[src/rtl/alu_rr_arbiter.sv]
`default_nettype none
// ============================================================================
// Module      : alu_rr_arbiter
// Description : Round-robin front end sharing one combinational ALU between
//               two valid/ready requesters; optional illegal-opcode trap
//               enabled by defining ALU_OPCHECK_EN.
// Revision    : 1.0 - initial release
// ============================================================================
module alu_rr_arbiter #(
    parameter int DATA_W = 32,
    parameter int OP_W   = 4
) (
    input  logic                clk,
    input  logic                rst,
    input  logic [1:0]          req_valid,
    output logic [1:0]          req_ready,
    input  logic [2*DATA_W-1:0] req_op1,
    input  logic [2*DATA_W-1:0] req_op2,
    input  logic [2*OP_W-1:0]   req_aluop,
    output logic [1:0]          rsp_valid,
    input  logic [1:0]          rsp_ready,
    output logic [DATA_W-1:0]   rsp_result,
    output logic                rsp_zero,
    output logic                rsp_err,
    output logic [DATA_W-1:0]   alu_op1,
    output logic [DATA_W-1:0]   alu_op2,
    output logic [OP_W-1:0]     alu_opcode,
    input  logic [DATA_W-1:0]   alu_result,
    input  logic                alu_zero,
    output logic                busy,
    output logic                grant_id
);

    typedef enum logic [1:0] {
        ST_IDLE = 2'd0,
        ST_EXEC = 2'd1,
        ST_RESP = 2'd2
    } state_t;

    state_t              state_q, state_d;
    logic                grant_q, grant_d;
    logic                last_grant_q, last_grant_d;
    logic [DATA_W-1:0]   alu_op1_q, alu_op1_d;
    logic [DATA_W-1:0]   alu_op2_q, alu_op2_d;
    logic [OP_W-1:0]     alu_opc_q, alu_opc_d;
    logic [DATA_W-1:0]   rsp_result_q, rsp_result_d;
    logic                rsp_zero_q, rsp_zero_d;

    logic                w_accept;
    logic                w_winner;
    logic [DATA_W-1:0]   w_sel_op1;
    logic [DATA_W-1:0]   w_sel_op2;
    logic [OP_W-1:0]     w_sel_opc;

`ifdef ALU_OPCHECK_EN
    localparam logic [OP_W-1:0] c_OP_AND = OP_W'(4'b0000);
    localparam logic [OP_W-1:0] c_OP_OR  = OP_W'(4'b0001);
    localparam logic [OP_W-1:0] c_OP_ADD = OP_W'(4'b0010);
    localparam logic [OP_W-1:0] c_OP_SUB = OP_W'(4'b0110);
    localparam logic [OP_W-1:0] c_OP_SLT = OP_W'(4'b0100);
    localparam logic [OP_W-1:0] c_OP_XOR = OP_W'(4'b0101);
    localparam logic [OP_W-1:0] c_OP_SRL = OP_W'(4'b1000);
    localparam logic [OP_W-1:0] c_OP_SLL = OP_W'(4'b1001);
    localparam logic [OP_W-1:0] c_OP_SRA = OP_W'(4'b1010);

    logic illegal_q, illegal_d;
    logic rsp_err_q, rsp_err_d;

    function automatic logic f_op_legal(input logic [OP_W-1:0] op);
        case (op)
            c_OP_AND, c_OP_OR, c_OP_ADD, c_OP_SUB, c_OP_SLT,
            c_OP_XOR, c_OP_SRL, c_OP_SLL, c_OP_SRA: f_op_legal = 1'b1;
            default:                                f_op_legal = 1'b0;
        endcase
    endfunction
`endif

    // Contention goes to the requester that was not served last.
    always_comb begin
        w_winner  = (req_valid == 2'b11) ? ~last_grant_q : req_valid[1];
        w_accept  = (state_q == ST_IDLE) && (req_valid != 2'b00);
        req_ready = {w_accept & w_winner, w_accept & ~w_winner};
        w_sel_op1 = w_winner ? req_op1[2*DATA_W-1:DATA_W] : req_op1[DATA_W-1:0];
        w_sel_op2 = w_winner ? req_op2[2*DATA_W-1:DATA_W] : req_op2[DATA_W-1:0];
        w_sel_opc = w_winner ? req_aluop[2*OP_W-1:OP_W]   : req_aluop[OP_W-1:0];
    end

    always_comb begin
        state_d      = state_q;
        grant_d      = grant_q;
        last_grant_d = last_grant_q;
        alu_op1_d    = alu_op1_q;
        alu_op2_d    = alu_op2_q;
        alu_opc_d    = alu_opc_q;
        rsp_result_d = rsp_result_q;
        rsp_zero_d   = rsp_zero_q;
`ifdef ALU_OPCHECK_EN
        illegal_d    = illegal_q;
        rsp_err_d    = rsp_err_q;
`endif
        case (state_q)
            ST_IDLE: begin
                if (w_accept) begin
                    grant_d      = w_winner;
                    last_grant_d = w_winner;
                    state_d      = ST_EXEC;
`ifdef ALU_OPCHECK_EN
                    illegal_d    = ~f_op_legal(w_sel_opc);
                    // Illegal opcodes leave the ALU inputs untouched.
                    if (f_op_legal(w_sel_opc)) begin
                        alu_op1_d = w_sel_op1;
                        alu_op2_d = w_sel_op2;
                        alu_opc_d = w_sel_opc;
                    end
`else
                    alu_op1_d    = w_sel_op1;
                    alu_op2_d    = w_sel_op2;
                    alu_opc_d    = w_sel_opc;
`endif
                end
            end
            ST_EXEC: begin
                rsp_result_d = alu_result;
                rsp_zero_d   = alu_zero;
`ifdef ALU_OPCHECK_EN
                rsp_err_d    = illegal_q;
                if (illegal_q) begin
                    rsp_result_d = '0;
                    rsp_zero_d   = 1'b1;
                end
`endif
                state_d      = ST_RESP;
            end
            ST_RESP: begin
                if (rsp_ready[grant_q]) begin
                    state_d = ST_IDLE;
                end
            end
            default: begin
                state_d = ST_IDLE;
            end
        endcase
    end

    always_ff @(posedge clk) begin
        if (rst) begin
            state_q      <= ST_IDLE;
            grant_q      <= 1'b0;
            last_grant_q <= 1'b1;
            alu_op1_q    <= '0;
            alu_op2_q    <= '0;
            alu_opc_q    <= '0;
            rsp_result_q <= '0;
            rsp_zero_q   <= 1'b0;
        end else begin
            state_q      <= state_d;
            grant_q      <= grant_d;
            last_grant_q <= last_grant_d;
            alu_op1_q    <= alu_op1_d;
            alu_op2_q    <= alu_op2_d;
            alu_opc_q    <= alu_opc_d;
            rsp_result_q <= rsp_result_d;
            rsp_zero_q   <= rsp_zero_d;
        end
    end

`ifdef ALU_OPCHECK_EN
    always_ff @(posedge clk) begin
        if (rst) begin
            illegal_q <= 1'b0;
            rsp_err_q <= 1'b0;
        end else begin
            illegal_q <= illegal_d;
            rsp_err_q <= rsp_err_d;
        end
    end

    assign rsp_err = rsp_err_q;
`else
    assign rsp_err = 1'b0;
`endif

    assign rsp_valid  = (state_q == ST_RESP) ? {grant_q, ~grant_q} : 2'b00;
    assign rsp_result = rsp_result_q;
    assign rsp_zero   = rsp_zero_q;
    assign alu_op1    = alu_op1_q;
    assign alu_op2    = alu_op2_q;
    assign alu_opcode = alu_opc_q;
    assign busy       = (state_q != ST_IDLE);
    assign grant_id   = grant_q;

endmodule
`default_nettype wire

[config.mk]
export PLATFORM = sky130hd
export DESIGN_NAME = alu_rr_arbiter
export DESIGN_NICKNAME = d
export VERILOG_FILES = /design/src/rtl/alu_rr_arbiter.sv
export SDC_FILE = /design/constraint.sdc
export NUM_CORES = 1
export LEC_CHECK = 0
export ABC_AREA = 1
export CAP_MARGIN = 20
export CORE_MARGIN = 1
export CORE_UTILIZATION = 35
export CTS_BUF_LIST = sky130_fd_sc_hd__clkbuf_4 sky130_fd_sc_hd__clkbuf_8
export CTS_CLUSTER_DIAMETER = 40
export DETAILED_ROUTE_END_ITERATION = 10
export GPL_ROUTABILITY_DRIVEN = 0
export PLACE_DENSITY = 0.84
export REMOVE_ABC_BUFFERS = 1
export SYNTH_ARGS = -nofsm -noshare
export SYNTH_HDL_FRONTEND = slang
export SYNTH_SLANG_ARGS = --single-unit
[constraint.sdc]
create_clock -name clk -period 1.75 [get_ports clk]
set_clock_uncertainty 0.15 [all_clocks]
set_input_delay 0.2625 -clock clk [delete_from_list [all_inputs] [get_ports clk]]
set_output_delay 0.2625 -clock clk [all_outputs]
set_load 0.005 [all_outputs]
-- Word-level counts from Yosys, hierarchy flattened
Cells that the tools add are included.
- register bits: 105
- logic and storage cells: 35
- magnitude comparators: 1
- equal/unequal tests: 5
- muxes and demuxes: 10
- bitwise operators: 5
- reductions and logical operators: 6
- operators by type and width (cell ; count):
    $mux W32 ; 2
    $mux W2 ; 3
    $pmux W2 S3 ; 1
    $eq A2 B2 Y1 const B ; 2
    $mux W4 ; 1
    $ne A2 B2 Y1 const B ; 2
    $reduce_and A2 Y1 ; 2
    $reduce_bool A2 Y1 ; 2
    $mux W1 ; 3
    $not A1 Y1 ; 3
    $and A1 B1 Y1 ; 2
    $eq A2 B1 Y1 const B ; 1
    $logic_not A2 Y1 ; 1
    $lt A1 B2 Y1 const B ; 1
    $logic_and A1 B1 Y1 ; 1

-- Longest topological paths before layout
Gate-level depths: netlist of the first run.
- depth after elaboration: 4
- mapped depth: 8

-- Worst setup path before layout of the first run
OpenSTA, ideal clock, no wires.
- path kind: input to output
- start: input port req_valid[1]
- end: output port req_ready[1]
- arrival time: 979 ps
- setup slack: 359 ps
- stages on the path: 7
- path through: buf_4 > nand2_2 > buf_4 > buf_4 > inv_1 > nand2_1 > inv_1
- word-level cells in the longest chain between the ends: 3
- elaborated cells between the ends (all ways): 5
- classes of those cells: eq/ne (1); mux (1); bitwise (1); reduce/logical (2)
- ends and longest elaborated chain (element ; RTL line ; text):
    start, declared ; 15 ; input logic [1:0] req_valid,
    $eq A2 B2 Y1 or $reduce_bool A2 Y1 (tied branches) ; 80, 81 ;
    $mux W1 or $logic_and A1 B1 Y1 (tied branches) ; 80, 81 ;
    $and A1 B1 Y1 (*) ; 82 ; req_ready = {w_accept & w_winner, w_accept & ~w_winner};
    end, declared ; 16 ; output logic [1:0] req_ready,
Every way passes the cells marked *; elsewhere a longest branch is shown, timed or not.

-- Worst setup path in the final report of the first run
- start: register alu_op1_q[11] (netlist: alu_op1[11])
- end: output port alu_op1[11]
- RTL lines (element ; RTL line ; text):
    start, declared ; 43 ; logic [DATA_W-1:0] alu_op1_q, alu_op1_d;
    start signal, assigned ; 159 ; alu_op1_q <= alu_op1_d;
    end, declared ; 25 ; output logic [DATA_W-1:0] alu_op1,
No word-level cell between the ends.

==> flow_summary.yaml, run 1 <==
yosys:
  synth_top_family_by_area: "simple AND/OR/NAND/NOR gates"
  yosysWarnings: 0
  syn_area_per_cell_sq_um: 6.629
  syn_area_sq_mm: 0.004607
  synthAdderAreaFrac: 0
  synth_cells: 695
  synth_compound_area_frac: 0.1154
  ys_ff_latch: 105
  synth-simple-area-share: 0.3645
  synth-seq-area-share: 0.4563
  synth_xor_area_frac: 0
  synth_cell_types: 16
  yosys-mux-area-fraction: 0
sta:
  max_freq_mhz: 586.0
  post-route-min-period_ns: 1.707
  relSlewSlack: 0.6428
  fin_crit_sh: 0.9752
  finalHoldViolations: 0
  setup_violations: 0
  tightest_slew_ns: 0.5358
  slew_viol_final: 0
  setup_ws_ns: 0.04347
  rsz0062_at_grt: "no"
routing:
  drt_iter0_markers: 389
  drtPass1Iterations: 5
  dr_total_vias: 5376
  wl_per_cell_um: 14.18
  vias_per_cell: 4.741
  drc: 0
  ant_nets: 0
  routed_wirelength_um: 16080
global_routing:
  grt_max_degree: 72
  grt.overflow.total: 0
  grt_util_all_layers: 0.2242
  grt_pass1_vias: 4763
  antenna_found_initial: 1
  grt_pass1_wl_um: 23720
cells_and_area:
  drive_above_1_share: 0.05723
  seq_area_sq_mm: 0.002110
  fill_cells: 1201
  final_cells: 1134
  fin_util: 0.6154
  multi_input_comb_area_sq_mm: 0.002222
  nNetsFinal: 1131
  syn2layout_area_growth_pct: 69.93
min_path:
  hold_path_end: "alu_op1[3]"
  hp-start: "rst"
  hold_path_depth: 3
  worstHoldPathType: "primary input to flip-flop"
setup_path:
  critPathCaptureType: "output port"
  critPathMaxFanout: 2
  path_cells: "clkdlybuf4s50_1"
  reg2reg_to: "alu_op2[17]"
  timing.rr.start: "state_q[1]"
  path_class: "flip-flop to output port"
  cp_num_buf_inv: 1
  cp-startpoint: "alu_op1[11]"
  crit_path_max_incr_delay_ns: 0.53
  crit_family: "buffers and inverters"
  cp_data_required_time_ns: 1.34
  ff2ff_setup_slack_ns: 0.23
  worst_path_max_delay_cell: "clkdlybuf4s50_1"
  arrival_ns: 1.29
  reg2reg_depth: 7
  startpoint_type: "flip-flop"
placement:
  placed_cells: 1115
  hpwl_um: 11940
  io_buffers: 281
  pre_cts_ws_ns: -0.2403
die:
  rows: 41
  dieArea_sq_mm: 0.01363
  coreArea_sq_mm: 0.01272
  die_y_um: 116.7
  die_x_um: 116.7
  pin_count: 283
  initial_core_util: 0.3621
clocking:
  clk_pin_slew_ns: 0.11
  clock_latency_ns: 0.37
  cts-root-buf: "clkbuf_8"
  cts_buffers: 9
  clock_sinks: 105
  cts_tree: "done"
  clockBufferDepth: 2
  htreeDepth: 3
power_and_ir_drop:
  p_leak_uw: 0.003294
  total_power_uw: 6190
  powerDensity_mw_per_mm2: 790.7
  peakVddDrop_mv: 0.5670
run_status:
  status: "complete, no violations"
job:
  cap_violations: 0
-- state kept, by name, summed over array words and instances (netlist names) --
| signal | flops |
|---|---|
| alu_op2 | 32 |
| alu_opcode | 4 |
| state_q | 2 |
| last_grant_q | 1 |
| rsp_result | 32 |
| grant_id | 1 |
| alu_op1 | 32 |
| rsp_zero | 1 |
-- synthesized netlist by cell type --
master    count  share of area
inv_2         1        0.00081
buf_1         2         0.0016
dfxtp_1     105           0.46
buf_4         7          0.011
o21ai_0      33          0.036
o21ai_4       1         0.0035
buf_2        22          0.024
conb_1        1        0.00081
nand2_2       2         0.0027
nand3_1      70          0.076
clkbuf_1     23          0.019
inv_1         8         0.0065
nor2_2        1         0.0014
nor2_1       71          0.058
a21oi_1      70          0.076
nand2_1     278           0.23
-- cell usage in the layout (no fill, tap or decap), drive strengths merged --
cell / synthesis / final
bufinv: 0 / 1
diode: 0 / 1
clkbuf: 23 / 11
clkinvlp: 0 / 2
a21oi: 70 / 70
clkinv: 0 / 2
clkdlybuf4s50: 0 / 272
inv: 9 / 11
nand3: 70 / 70
dfxtp: 105 / 105
buf: 31 / 27
dlygate4sd2: 0 / 2
conb: 1 / 1
dlymetal6s2s: 0 / 1
nor2: 72 / 72
nand2: 280 / 280
o21ai: 34 / 34
-- through the flow --
step                cell area (sq um)  hold WS (ns)  setup TNS (ns)
floorplan                        4350        0.1816          -41.00
global placement                 7614        0.3003          -8.099
detailed placement               7614        0.3033          -9.387
CTS                              7829        0.2341               0
global route                     7829        0.2487               0
finish                           7829        0.2369               0
-- per-layer routing --
layer,share of wire,global-route usage
met1,0.41,0.2651
met2,0.50,0.3913
met3,0.063,0.04255
met4,0.029,0.1055
met5,0,0
-- report_power, final --
group	internal (uW)	leakage (uW)	switching, uW
sequential	2630	0.000866	123
clock	677	0.0000978	878
combinational	1060	0.00233	830
total	4360	0.00329	1830
-- logic make-up (layout without fill, tap and decap cells) --
logic type,Yosys count,count (layout)
AOI/OAI and AO/OA,104,104
buffers and inverters,63,329
DFF,105,105
other,1,2
and+or+nand+nor,422,422
-- final cells by class --
| cell class | count | share of cell area |
|---|---|---|
| clock buffer | 9 | 0.01582 |
| inverter | 9 | 0.004315 |
| sequential | 105 | 0.2695 |
| tap | 172 | 0.02749 |
| multi-input combinational | 527 | 0.2838 |
| timing repair buffer | 304 | 0.3887 |
| antenna | 1 | 0.0003196 |
| clock inverter | 7 | 0.01007 |
-- timing repair --
action                                  CTS  global route
hold buffers                              0             0
setup buffers                             2             0
pin swaps                                 1             1
endpoints found under the setup margin    6             5
gates resized for setup                  18             6
-- worst max-delay path by stage --
stage | end | slack (ns) | depth (start not counted)
6_report | alu_op1[11] | 0.04 | 1
2_1_floorplan | req_ready[1] | -0.66 | 5
4_1_cts | req_ready[1] | 0.004 | 5
3_3_place_gp | req_ready[0] | -0.22 | 6
5_1_grt | busy | 0.001 | 4
3_5_place_dp | req_ready[0] | -0.24 | 6
No activity file was read; power rests on OpenSTA's default activity.
==> inputs of run 2 (changes only) <==
- CORE_MARGIN: 1 -> unset
- CORE_UTILIZATION: 35 -> 38
- GPL_TIMING_DRIVEN: unset -> 0
- PLACE_DENSITY: 0.84 -> 0.89
==> run 2 against run 1 <==
- the flow now finishes with violations (design-rule violations)
- die area fell by 7.8%
- wire length grew 13%
- cell count down 1.9%
- worst setup slack lost 0.023 ns
- flip-flop and latch count is the same
- sequential share of layout area is 0.63 points lower
- largest power group unchanged
- first-iteration DRC count increased by 9.0%
- core utilization is 7.7 points higher
- critical path type unchanged
==> flow_summary.yaml, run 2 (same netlist as run 1, synthesis figures left out) <==
run_status:
  status: "complete, but fails checks"
  violations: "design-rule violations"
power_and_ir_drop:
  peakVddDrop_mv: 0.5539
  powerDensity_mw_per_mm2: 795.1
  total_power_uw: 6390
  p_leak_uw: 0.003360
clocking:
  clockBufferDepth: 2
  cts_tree: "done"
  cts-root-buf: "clkbuf_8"
  clock_latency_ns: 0.37
  cts_buffers: 9
  ctsHoldBuffers: 0
  htreeDepth: 3
  clk_pin_slew_ns: 0.11
  clock_sinks: 105
routing:
  drc: 11
  ant_nets: 0
  routed_wirelength_um: 18110
  drtPass1Iterations: 9
  dr_total_vias: 5612
  vias_per_cell: 5.042
  wl_per_cell_um: 16.27
  drt_iter0_markers: 424
sta:
  relSlewSlack: 0.4752
  tightest_slew_ns: 0.7872
  max_freq_mhz: 578.2
  rsz0062_at_grt: "yes"
  slew_viol_final: 0
  tns_ns: 0
  post-route-min-period_ns: 1.729
  setup_violations: 0
  finalHoldViolations: 0
  fin_crit_sh: 0.9882
setup_path:
  timing.rr.start: "state_q[0]"
  worst_path_max_delay_cell: "clkdlybuf4s50_1"
  crit_family: "buffers and inverters"
  reg2reg_to: "rsp_result[25]"
  cp_num_buf_inv: 1
  arrival_ns: 1.32
  startpoint_type: "flip-flop"
  critPathCaptureType: "output port"
  cp_data_required_time_ns: 1.34
  ff2ff_setup_slack_ns: 0.08
  critPathMaxFanout: 2
  reg2reg_depth: 6
  crit_path_max_incr_delay_ns: 0.55
  path_cells: "clkdlybuf4s50_1"
  path_class: "flip-flop to output port"
die:
  die_y_um: 112.1
  rows: 39
  initial_core_util: 0.3967
  pin_count: 283
  dieArea_sq_mm: 0.01257
  die_x_um: 112.1
  coreArea_sq_mm: 0.01161
global_routing:
  grt_util_all_layers: 0.2766
  antenna_found_initial: 0
  grt_pass1_vias: 5383
  grt_pass1_wl_um: 26920
  grt.overflow.total: 0
  grt_max_degree: 50
cells_and_area:
  multi_input_comb_area_sq_mm: 0.002305
  drive_above_1_share: 0.07423
  nNetsFinal: 1140
  seq_area_sq_mm: 0.002115
  syn2layout_area_growth_pct: 74.44
  diodes: 0
  layout_common_cells: "276 x nand2_1, 272 x clkdlybuf4s50_1, 101 x dfxtp_1"
  final_cells: 1113
  fin_util: 0.6920
  layout_commonest_cell: "nand2_1"
  fill_cells: 925
placement:
  hpwl_um: 11290
  io_buffers: 281
  placed_cells: 1072
min_path:
  worstHoldPathType: "primary input to flip-flop"
  hold_path_depth: 5
  hold_path_end: "alu_op2[10]"
  hp-start: "req_valid[1]"
job:
  cap_violations: 0
==> run 2: changes by cell type in the layout (fill, tap and decap cells not counted), sizes merged, moves of 2 or more <==
cell      change
clkinvlp      +6
nand2         +2
inv           -3
clkbuf        +3
==> run 2: worst max-delay path by stage <==
stage          cells after the start  slack (ns)       endpoint          start
2_1_floorplan                      5       -0.66   req_ready[1]   last_grant_q
3_3_place_gp                       5       -4.38     alu_op2[1]   req_valid[1]
3_5_place_dp                       8       -1.57   req_ready[1]   req_valid[0]
4_1_cts                            7       -0.11   req_ready[1]   last_grant_q
5_1_grt                            4      -0.007   req_ready[0]     state_q[0]
6_report                           1        0.02  rsp_result[1]  rsp_result[1]
==> run 2: through the flow <==
stage	hold slack, ns	worst slack (ns)	instance area [sq um]
2_1_floorplan	0.1816	-0.6625	4350
3_3_place_gp	0.3010	-4.382	7342
3_5_place_dp	0.3037	-1.566	7487
4_1_cts	0.2070	-0.1080	7971
5_1_grt	0.2465	-0.007363	8036
6_report	0.2251	0.02058	8036
==> run 2: area by class of cell <==
cell class	count	area share
clock buffer	10	0.01635
clock inverter	6	0.008563
inverter	9	0.007473
multi-input combinational	530	0.2868
sequential	105	0.2631
tap	143	0.02226
timing repair buffer	307	0.3925
timing repair inverter	3	0.002958
==> run 2: per-layer routing <==
layer | vias up | wire (um) | global-route usage
met5 | - | 0 | 0
met4 | 0 | 898 | 0.1733
met3 | 65 | 1280 | 0.06587
met2 | 248 | 8587 | 0.4687
met1 | 2548 | 7343 | 0.3147
li1 | 2751 | - | -
==> run 2: report_power, final <==
group / internal [uW] / switching (uW) / total (uW)
logic: 1150 / 953 / 2100
clock network: 680 / 861 / 1540
registers: 2630 / 125 / 2750
==> run 2: what timing repair did <==
action / CTS / global route
resized for setup: 37 / 19
setup endpoints to repair: 108 / 60
gates cloned: 8 / 3
pin swaps: 4 / 3
buffers inserted: 12 / 4
endpoints found under the hold margin: 0 / 0
==> inputs of run 3 (changes only) <==
- REMOVE_ABC_BUFFERS: 1 -> unset
- SKIP_LAST_GASP: unset -> 1
==> run 3 against run 2 <==
- the run still ends with design-rule violations left
- largest cell class unchanged
- clock-buffer cell count is the same
- combinational power down 9.5%
- core utilization decreased by 1.4 points
==> flow_summary.yaml, run 3 (same netlist as run 1, synthesis figures left out) <==
run_status:
  status: "complete, but fails checks"
  violations: "design-rule violations"
routing:
  dr_total_vias: 5567
  wl_per_cell_um: 14.42
  drtPass1Iterations: 7
  vias_per_cell: 4.909
  ant_nets: 0
  drt_iter0_markers: 288
  routed_wirelength_um: 16360
  drc: 20
cells_and_area:
  syn2layout_area_growth_pct: 70.91
  diodes: 0
  nNetsFinal: 1162
  drive_above_1_share: 0.06458
  layout_common_cells: "277 x nand2_1, 273 x clkdlybuf4s50_1, 101 x dfxtp_1"
  layout_commonest_cell: "nand2_1"
min_path:
  worstHoldPathType: "primary input to flip-flop"
sta:
  post-route-min-period_ns: 1.732
  fin_crit_sh: 0.9897
  tns_ns: 0
  tightest_slew_ns: 0.6262
  max_freq_mhz: 577.4
  rsz0062_at_grt: "yes"
  holdWs_ns: 0.2688
  finalHoldViolations: 0
  relSlewSlack: 0.5826
  setup_violations: 0
  slew_viol_final: 0
  setup_ws_ns: 0.01808
setup_path:
  cp_data_required_time_ns: 1.34
  path_class: "flip-flop to output port"
  critPathCaptureType: "output port"
  startpoint_type: "flip-flop"
  critPathMaxFanout: 3
  arrival_ns: 1.32
power_and_ir_drop:
  powerDensity_mw_per_mm2: 797.6
  peakVddDrop_mv: 0.5556
  p_leak_uw: 0.003331
clocking:
  cts_tree: "done"
  ctsHoldBuffers: 0
  clock_latency_ns: 0.36
  clock_sinks: 105
  cts-root-buf: "clkbuf_8"
  clk_pin_slew_ns: 0.10
  htreeDepth: 3
  clockBufferDepth: 2
  cts_buffers: 9
placement:
  io_buffers: 279
  pre_cts_ws_ns: -0.9195
  hpwl_um: 12570
die:
  coreArea_sq_mm: 0.01161
  initial_core_util: 0.3967
  rows: 39
  pin_count: 283
  die_y_um: 112.1
  die_x_um: 112.1
  dieArea_sq_mm: 0.01257
yosys:
  synth_nets: 870
global_routing:
  grt.overflow.total: 0
  antenna_found_initial: 0
  grt_pass1_wl_um: 25940
  grt_pass1_vias: 5430
  grt_max_degree: 19
  grt_util_all_layers: 0.2611
job:
  cap_violations: 0
-- run 3: worst paths after layout --
kind / end / startpoint / slack, ns / cells after the start
worst max-delay path: req_ready[1] / last_grant_q / 0.02 / 7
worst min-delay path: alu_op1[9] / rst / 0.27 / 2
worst max register to register: alu_op2[21] / last_grant_q / 0.08 / 8
worst min register to register: alu_op2[31] / alu_op2[31] / 0.32 / 2
-- run 3: cell type report --
class,count,area [sq um]
Fill cell,1024,3740
Timing Repair Buffer,284,2820
Multi-Input combinational cell,527,2243
Sequential cell,105,2107
Buffer,51,275.3
Tap cell,143,178.9
Clock buffer,10,131.4
Clock inverter,5,81.33
Inverter,9,36.28
-- run 3: critical path, stage by stage (launching register included) --
cell      delay (ns)
dfxtp_2         0.35
nand2_4         0.10
nand2_8         0.06
buf_12          0.13
inv_1           0.07
nand2_2         0.07
inv_1           0.05
clkbuf_2        0.11
-- run 3: power breakdown --
group	leakage, uW	switching [uW]	internal, uW	total (uW)
registers	0.000865	124	2630	2750
clock network	0.000106	810	815	1620
logic	0.00236	849	1060	1900
total	0.00333	1780	4500	6280
-- run 3: layer usage --
layer  track usage  share of wire
met1        0.2794           0.37
met2        0.4663           0.49
met3       0.07991           0.10
met4        0.1298          0.039
met5             0              0
-- run 3: stage by stage --
stage,utilization,total power [uW],area (sq um),cells
after floorplan,-,3565,4607,695
after global placement,0.6526,4633,7579,1117
after detailed placement,0.6526,4666,7579,1117
after CTS,0.6756,6310,7846,1133
after global routing,0.6780,6622,7874,1134
final,0.6780,6280,7874,1134
-- run 3: timing repair --
| item | CTS | global route |
|---|---|---|
| setup endpoints to repair | 16 | 26 |
| buffers inserted | 4 | 1 |
| gates resized for setup | 22 | 17 |
| pin swaps | 1 | 1 |
